<file path="src/rtl/div_iter_if.sv">
// Request/response bundle for the iterative divider: the requester drives the
// operands, div_valid and cancel; the divider returns div_ready, complete, s and r.
interface div_iter_if #(
    parameter int DATA_W = 32
);
    logic              div_valid;
    logic              div_signed;
    logic [DATA_W-1:0] x;
    logic [DATA_W-1:0] y;
    logic              cancel;
    logic              div_ready;
    logic              complete;
    logic [DATA_W-1:0] s;
    logic [DATA_W-1:0] r;

    modport master (
        output div_valid, div_signed, x, y, cancel,
        input  div_ready, complete, s, r
    );

    modport slave (
        input  div_valid, div_signed, x, y, cancel,
        output div_ready, complete, s, r
    );
endinterface

</file>
<file path="src/rtl/div_iter.sv">
// Restoring radix-2 divider, one quotient bit per cycle, signed/unsigned operands.
// Define DIV_ZERO_FAST_EN to let a zero divisor skip straight to DONE.
module div_iter #(
    parameter int DATA_W = 32
) (
    input  logic       clk,
    input  logic       reset,
    div_iter_if.slave  bus
);
    localparam int CNT_W = $clog2(DATA_W);

    typedef enum logic [1:0] {IDLE, CALC, DONE} state_t;

    state_t              state_q, state_d;
    logic [CNT_W-1:0]    cnt_q, cnt_d;
    logic [DATA_W-1:0]   dvd_q, dvd_d;
    logic [DATA_W:0]     dvs_q, dvs_d;
    logic [DATA_W:0]     rem_q, rem_d;
    logic [DATA_W-1:0]   quo_q, quo_d;
    logic [DATA_W-1:0]   x_q, x_d;
    logic                neg_quo_q, neg_quo_d;
    logic                neg_rem_q, neg_rem_d;
    logic                yzero_q, yzero_d;
    logic [DATA_W-1:0]   s_q, s_d;
    logic [DATA_W-1:0]   r_q, r_d;

    logic                accept;
    logic                y_is_zero;
    logic                div_ready;
    logic                complete;
    logic [DATA_W+1:0]   trial;
    logic [DATA_W-1:0]   res_s;
    logic [DATA_W-1:0]   res_r;

    // |0x80000000| wraps to 0x80000000, which is the correct unsigned magnitude.
    function automatic logic [DATA_W-1:0] magnitude(input logic [DATA_W-1:0] v,
                                                    input logic             sgn);
        return (sgn && v[DATA_W-1]) ? -v : v;
    endfunction

    assign y_is_zero = (bus.y == '0);
    assign accept    = (state_q == IDLE) && bus.div_valid && !bus.cancel;
    assign trial     = {rem_q, dvd_q[DATA_W-1]} - {1'b0, dvs_q};

    always_ff @(posedge clk or posedge reset) begin
        if (reset) begin
            state_q   <= IDLE;
            cnt_q     <= '0;
            dvd_q     <= '0;
            dvs_q     <= '0;
            rem_q     <= '0;
            quo_q     <= '0;
            x_q       <= '0;
            neg_quo_q <= 1'b0;
            neg_rem_q <= 1'b0;
            yzero_q   <= 1'b0;
            s_q       <= '0;
            r_q       <= '0;
        end else begin
            state_q   <= state_d;
            cnt_q     <= cnt_d;
            dvd_q     <= dvd_d;
            dvs_q     <= dvs_d;
            rem_q     <= rem_d;
            quo_q     <= quo_d;
            x_q       <= x_d;
            neg_quo_q <= neg_quo_d;
            neg_rem_q <= neg_rem_d;
            yzero_q   <= yzero_d;
            s_q       <= s_d;
            r_q       <= r_d;
        end
    end

    always_comb begin
        state_d = state_q;
        unique case (state_q)
            IDLE: begin
                if (accept) begin
`ifdef DIV_ZERO_FAST_EN
                    state_d = y_is_zero ? DONE : CALC;
`else
                    state_d = CALC;
`endif
                end
            end
            CALC: begin
                if (bus.cancel)
                    state_d = IDLE;
                else if (cnt_q == CNT_W'(DATA_W - 1))
                    state_d = DONE;
            end
            DONE:    state_d = IDLE;
            default: state_d = IDLE;
        endcase
    end

    always_comb begin
        cnt_d     = cnt_q;
        dvd_d     = dvd_q;
        dvs_d     = dvs_q;
        rem_d     = rem_q;
        quo_d     = quo_q;
        x_d       = x_q;
        neg_quo_d = neg_quo_q;
        neg_rem_d = neg_rem_q;
        yzero_d   = yzero_q;
        if (accept) begin
            cnt_d     = '0;
            dvd_d     = magnitude(bus.x, bus.div_signed);
            dvs_d     = {1'b0, magnitude(bus.y, bus.div_signed)};
            rem_d     = '0;
            quo_d     = '0;
            x_d       = bus.x;
            neg_quo_d = bus.div_signed && (bus.x[DATA_W-1] ^ bus.y[DATA_W-1]);
            neg_rem_d = bus.div_signed && bus.x[DATA_W-1];
            yzero_d   = y_is_zero;
        end else if (state_q == CALC) begin
            // A negative trial means the divisor did not fit: restore the shifted remainder.
            cnt_d = cnt_q + 1'b1;
            dvd_d = {dvd_q[DATA_W-2:0], 1'b0};
            if (trial[DATA_W+1]) begin
                rem_d = {rem_q[DATA_W-1:0], dvd_q[DATA_W-1]};
                quo_d = {quo_q[DATA_W-2:0], 1'b0};
            end else begin
                rem_d = trial[DATA_W:0];
                quo_d = {quo_q[DATA_W-2:0], 1'b1};
            end
        end
    end

    // The zero-divisor result is forced here so the sign fix-up never touches it.
    always_comb begin
        if (yzero_q) begin
            res_s = '1;
            res_r = x_q;
        end else begin
            res_s = neg_quo_q ? -quo_q : quo_q;
            res_r = neg_rem_q ? -rem_q[DATA_W-1:0] : rem_q[DATA_W-1:0];
        end
    end

    // s/r show the fresh result during the complete cycle and latch it on that edge.
    always_comb begin
        div_ready = (state_q == IDLE);
        complete  = (state_q == DONE) && !bus.cancel;
        s_d       = complete ? res_s : s_q;
        r_d       = complete ? res_r : r_q;
    end

    assign bus.div_ready = div_ready;
    assign bus.complete  = complete;
    assign bus.s         = s_d;
    assign bus.r         = r_d;
endmodule

</file>
<file path="src/flat_wrapper.sv">
// flat-port wrapper written by rule: the top's interface ports become plain ports
module div_iter_flat 
#(
    parameter int DATA_W = 32
)
  (clk, reset, bus_div_valid, bus_div_signed, bus_x, bus_y, bus_cancel, bus_div_ready, bus_complete, bus_s, bus_r);
  div_iter_if #(.DATA_W(DATA_W)) bus_i ();
  input  logic clk;
  input  logic reset;
  input wire logic [$bits(bus_i.div_valid)-1:0] bus_div_valid;
  input wire logic [$bits(bus_i.div_signed)-1:0] bus_div_signed;
  input wire logic [$bits(bus_i.x)-1:0] bus_x;
  input wire logic [$bits(bus_i.y)-1:0] bus_y;
  input wire logic [$bits(bus_i.cancel)-1:0] bus_cancel;
  output wire logic [$bits(bus_i.div_ready)-1:0] bus_div_ready;
  output wire logic [$bits(bus_i.complete)-1:0] bus_complete;
  output wire logic [$bits(bus_i.s)-1:0] bus_s;
  output wire logic [$bits(bus_i.r)-1:0] bus_r;
  assign bus_i.div_valid = bus_div_valid;
  assign bus_i.div_signed = bus_div_signed;
  assign bus_i.x = bus_x;
  assign bus_i.y = bus_y;
  assign bus_i.cancel = bus_cancel;
  assign bus_div_ready = bus_i.div_ready;
  assign bus_complete = bus_i.complete;
  assign bus_s = bus_i.s;
  assign bus_r = bus_i.r;
  div_iter #(.DATA_W(DATA_W)) u_core (.clk(clk), .reset(reset), .bus(bus_i));
endmodule
</file>
<file path="config.mk">
export PLATFORM = sky130hd
export DESIGN_NAME = div_iter_flat
export DESIGN_NICKNAME = d
export VERILOG_FILES = /design/src/rtl/div_iter_if.sv /design/src/rtl/div_iter.sv /design/src/flat_wrapper.sv
export SDC_FILE = /design/constraint.sdc
export NUM_CORES = 1
export LEC_CHECK = 0
export CORE_UTILIZATION = 31
export DETAILED_ROUTE_END_ITERATION = 12
export MAX_ROUTING_LAYER = met4
export PLACE_DENSITY = 0.59
export SETUP_SLACK_MARGIN = 0.4
export SYNTH_ARGS = -nofsm -noshare
export SYNTH_HDL_FRONTEND = slang
export SYNTH_SLANG_ARGS = --single-unit
export TNS_END_PERCENT = 20
</file>
<file path="constraint.sdc">
create_clock -name clk -period 8.95 [get_ports clk]
set_input_delay 1.79 -clock clk [delete_from_list [all_inputs] [get_ports clk]]
set_output_delay 1.79 -clock clk [all_outputs]
set_load 0.02 [all_outputs]
</file>
Word level (Yosys, flattened, before mapping)
Index checks and enable logic that the tools add are counted.

Register bits after elaboration: 235. Bits in writable memories: 0. Memories kept: 0. Memory bits (read-only): 0. Latch bits: 0.

Shifts and indexed selects: 0. Bitwise logic cells: 1. Order comparisons: 0. Reduce and logical (&&, ||, !) cells: 11. Add/sub/neg operators: 6. Equal/unequal tests: 5. Multiply operators: 0. Divide/modulo/power cells: 0. Multiplexer cells: 22.

Operator list (number): 2-to-1 mux 32 bit (12); negation 32 bit (4); 2-to-1 mux 33 bit (3); subtractor 34 x 32 -> 34 bit (1); logical NOT 32 bit (1); 2-to-1 mux 5 bit (2); logical AND 1 bit (6); 2-to-1 mux 2 bit (3); adder 5 x 1 -> 5 bit (second input constant) (1); == test 5 bit (second input constant) (1); one-hot mux 2 bit (2 select lines) (1); != test 3 x 2 -> 1 bit (second input constant) (1); == test 2 x 1 -> 1 bit (second input constant) (1); == test 2 bit (second input constant) (1); logical NOT 2 bit (1); != test 2 x 1 -> 1 bit (second input constant) (1); AND reduction 2 bit (1); nonzero test 2 bit (1); logical NOT 1 bit (1); 2-to-1 mux 1 bit (1); XOR 1 bit (1).

Depth between registers and ports, before layout
Depth in word-level cells: 5. Depth in mapped cells: 14. Mapped depth without buffers: 13.

Worst setup path after synthesis
No wires, ideal clock.

Path kind: register to output. Start point: reg u_core.rem_q[14]. End point: out bus_r[27]. Stages on the path, launching flop included: 9. Path slack: 3877 ps. Path buffers: 0. Arrival: 3283 ps. Required time: 7160 ps. Cell sequence: dfrtp_1 or4_4 or4_4 or4_4 or4_4 o21ai_0 xnor2_1 mux2i_1 o21ai_0.

Word-level cells in the longest chain between the ends: 4.

RTL lines: from (decl) (RTL line div_iter.sv:18) `logic [DATA_W:0] rem_q, rem_d;`; from (signal assigned) (RTL line div_iter.sv:64) `rem_q <= rem_d;`; negation 32 bit (RTL line div_iter.sv:139) `res_r = neg_rem_q ? -rem_q[DATA_W-1:0] : rem_q[DATA_W-1:0];`; 2-to-1 mux 32 bit (RTL line div_iter.sv:139); 2-to-1 mux 32 bit (RTL line div_iter.sv:134) `if (yzero_q) begin`; 2-to-1 mux 32 bit (RTL line div_iter.sv:148) `r_d = complete ? res_r : r_q;`; to (decl) (RTL line flat_wrapper.sv:18) `output wire logic [$bits(bus_i.r)-1:0] bus_r;`.

No other way between the ends.

Final worst setup path
Start point: in bus_cancel. End point: out bus_r[31].

Word-level cells in the longest chain between the ends: 3.

RTL lines: from (decl) (RTL line flat_wrapper.sv:14) `input wire logic [$bits(bus_i.cancel)-1:0] bus_cancel;`; logical NOT 1 bit (RTL line div_iter.sv:146) `complete = (state_q == DONE) && !bus.cancel;`; logical AND 1 bit (RTL line div_iter.sv:146); 2-to-1 mux 32 bit (RTL line div_iter.sv:148).

No other way between the ends.

==> metrics.txt <==
Net Sw Frac=37.96%; initial DRC count=604; gr ovfl total=0; Hold Fails Final Rpt=0; CTS Buffer Depth=3; Post-CTS Hold Fix Bufs=0; power density over cell area=270.2 mW/mm^2; vias=11,650; Top Family by Delay on Critical Path=buffers and inverters; Synth async-reset ratio=100.0%; Post-synth EDFFs=0; synth warn=0; Sequential Power Share=32.6%; initial antenna violation count=0; peak supply drop=0.0001643 V; port bufs=134; drt first pass iters=5; startpoint types=input pin; Final Cycle Share=73.24%; Worst Clk Skew=13.16 ps; Remaining DRCs=0; internal power=0.002775 W; ranking of synthesized cells by area=dfrtp_1 (43%), nand2_1 (8.9%), o21ai_0 (6.2%); Commonest cells post-synth=nand2_1 (325), dfrtp_1 (235), o21ai_0 (170); final WL=36.84 mm; Max Clk Rate=0.1526 GHz; CTS tree=built; Max Slew Vio Count=0; crit-path cells=clkdlybuf4s50_1 > nor2_1 > nand2_2 > buf_4 > nor2_2 > a221o_1 > clkdlybuf4s50_1; setup TNS=0 ps; Die W=212.4 um; Critical Setup Path Class=in -> out; syn nets=1,741; Req. time, crit path=7160 ps; Core Box Area=0.04336 mm^2; min Tclk post-route=6555 ps; gr usage total=17.01%; Comb pwr share=40.8%; die area=0.04512 mm^2; Antenna Cells=0; largest net degree at the start of global routing=152; measured slew at the worst slew-check pin=1230 ps; critical path arrival=4770 ps; buffers and inverters on the worst path=3; Clock Power Share=26.6%; max_cap viols=0; nets@finish=1,824; top cell type's share of synthesized area=42.85%; worst reg-to-reg setup slack=5140 ps; Pwr Total=0.004473 W; slowest CP cell=nor2_2; RSZ-0062 raised after global routing=no; Switch Pwr=0.001698 W; status=finished, final reports clean; number of setup violations in the final report=0; count leader, synth=nand2_1; Initial Utilization=31.65%; DIE HEIGHT=212.4 um; CP Capture Type=primary output; Synth Flop Type=dfrtp_1; root buffer cell=clkbuf_16; post-synthesis register bit count=235; Reg clk slew, reported paths=60 ps; Fillers=4,474; hpwl dp=26.17 mm; CP max FO=65; CTS resizes=0; Gate Count Post-Synth=1,633; min-delay worst type=reg -> reg; Sink Count=235; Avg Synthesized Cell Area=8.404 um^2; CP peak stage delay=990 ps; fraction of layout cells with a size suffix above 1=4.545%; GPL Wtd Cong=0.8497; Crit path top cell by count=clkdlybuf4s50_1; Area Overhead vs Synth=20.59%; CTS Buf Count=28; synth unique cells=63; std cell rows=76; Clk Latency, worst-skew pair=550 ps; Yosys top cell by area=dfrtp_1; vias in the first global route=11,440; register area share after synthesis=42.85%; I/O pin count=135; Routed Antenna Nets=0; Avg Vias per Cell=5.016; first-pass GRT wire length=60.11 mm; Slew HR=17.94%; P_leak=7.211 nW; H-tree Lvls=1; drt wl/cell=15.86 um; Synth Cell Area=0.01372 mm^2; post-CTS setup buffer count=0
-- layout make-up --
type	instances	area [um^2]	share of cell area (%)
clock inverter	14	178.9	1.081
tap	585	732.0	4.422
sequential	235	5882	35.54
timing repair buffer	145	1436	8.679
inverter	53	206.4	1.247
multi-input combinational	1253	7326	44.26
clock buffer	38	789.5	4.770
-- cells in the final DEF, fill, tap and decap left out, drive strengths merged, types with 3 or more instances in the layout --
cell,instances
nand3,47
mux2i,38
or4,17
o21a,3
nand2,326
nor3,17
a31oi,27
clkbuf,38
inv,52
a21boi,3
xor2,94
xnor2,52
clkdlybuf4s50,134
nand4,6
a21oi,108
o211ai,4
nor4b,3
and2,8
or2,7
bufinv,4
nor3b,3
nor4,16
dfrtp,235
and3,9
or3,11
ha,38
clkinv,9
o41ai,18
buf,11
o21ai,174
o21bai,7
nand2b,5
nor2,126
o31ai,32
a21o,15
nand3b,5
nor2b,6
a221o,4
-- worst paths after layout --
path | cells after the start | startpoint | to
max | 7 | bus_cancel | bus_r[31]
min | 2 | u_core.dvs_q[8] | u_core.dvs_q[8]
max reg2reg | 11 | u_core.rem_q[0] | u_core.rem_q[2]
min reg2reg | 2 | u_core.dvs_q[8] | u_core.dvs_q[8]
max in group asynchronous | 3 | reset | u_core.yzero_q
min in group asynchronous | 2 | reset | u_core.s_q[10]
-- power by group through the flow --
stage / clock (W) / sequential, W / combinational, W
2_1_floorplan: 0 / 0.00140 / 0.00144
3_3_place_gp: 0 / 0.00147 / 0.00181
3_5_place_dp: 0 / 0.00148 / 0.00183
4_1_cts: 0.00123 / 0.00146 / 0.00184
5_1_grt: 0.00126 / 0.00149 / 0.00206
6_report: 0.00119 / 0.00146 / 0.00183
-- stage by stage --
stage | hold WS (ps) | std cells | setup WS, ps | area (um^2) | util [%]
floorplan | 438.1 | 1633 | 713.7 | 13720 | -
global placement | 462.9 | 2271 | 2371 | 15580 | 35.94
detailed placement | 467.5 | 2271 | 2359 | 15580 | 35.94
CTS | 482.2 | 2323 | 2355 | 16550 | 38.17
global route | 499.1 | 2323 | 2139 | 16550 | 38.17
finish | 478.1 | 2323 | 2395 | 16550 | 38.17
-- state kept, by name, summed over array words and instances (netlist names), 5 cells and up --
register and count:
u_core.dvd_q 32, u_core.dvs_q 32, u_core.rem_q 33, u_core.r_q 32
u_core.cnt_q 5, u_core.s_q 32, u_core.quo_q 32, u_core.x_q 32
-- cells by family after synthesis --
kind of cell / after synthesis / share of synthesized area [%]
buffers and inverters: 145 / 4.002
AND/OR/NAND/NOR: 613 / 19.59
multiplexers: 38 / 2.771
AO/OA/AOI/OAI: 417 / 17.86
XOR/XNOR: 146 / 9.317
flip-flops: 235 / 42.85
adder cells (fa/ha/maj): 39 / 3.610
-- worst min-delay path, cell delays in order, from the launching register on --
cell	delay [ps]
dfrtp_1	340
nand2_1	50
o21ai_0	60
-- metal layers --
layer	share of wire, %	wire length (um)	GRT usage [%]
met5	0	0	-
met4	2.1	790	4.019
met3	3.6	1329	2.422
met2	48	17850	28.39
met1	46	16870	21.70
Power figures use the tool's default switching activity.
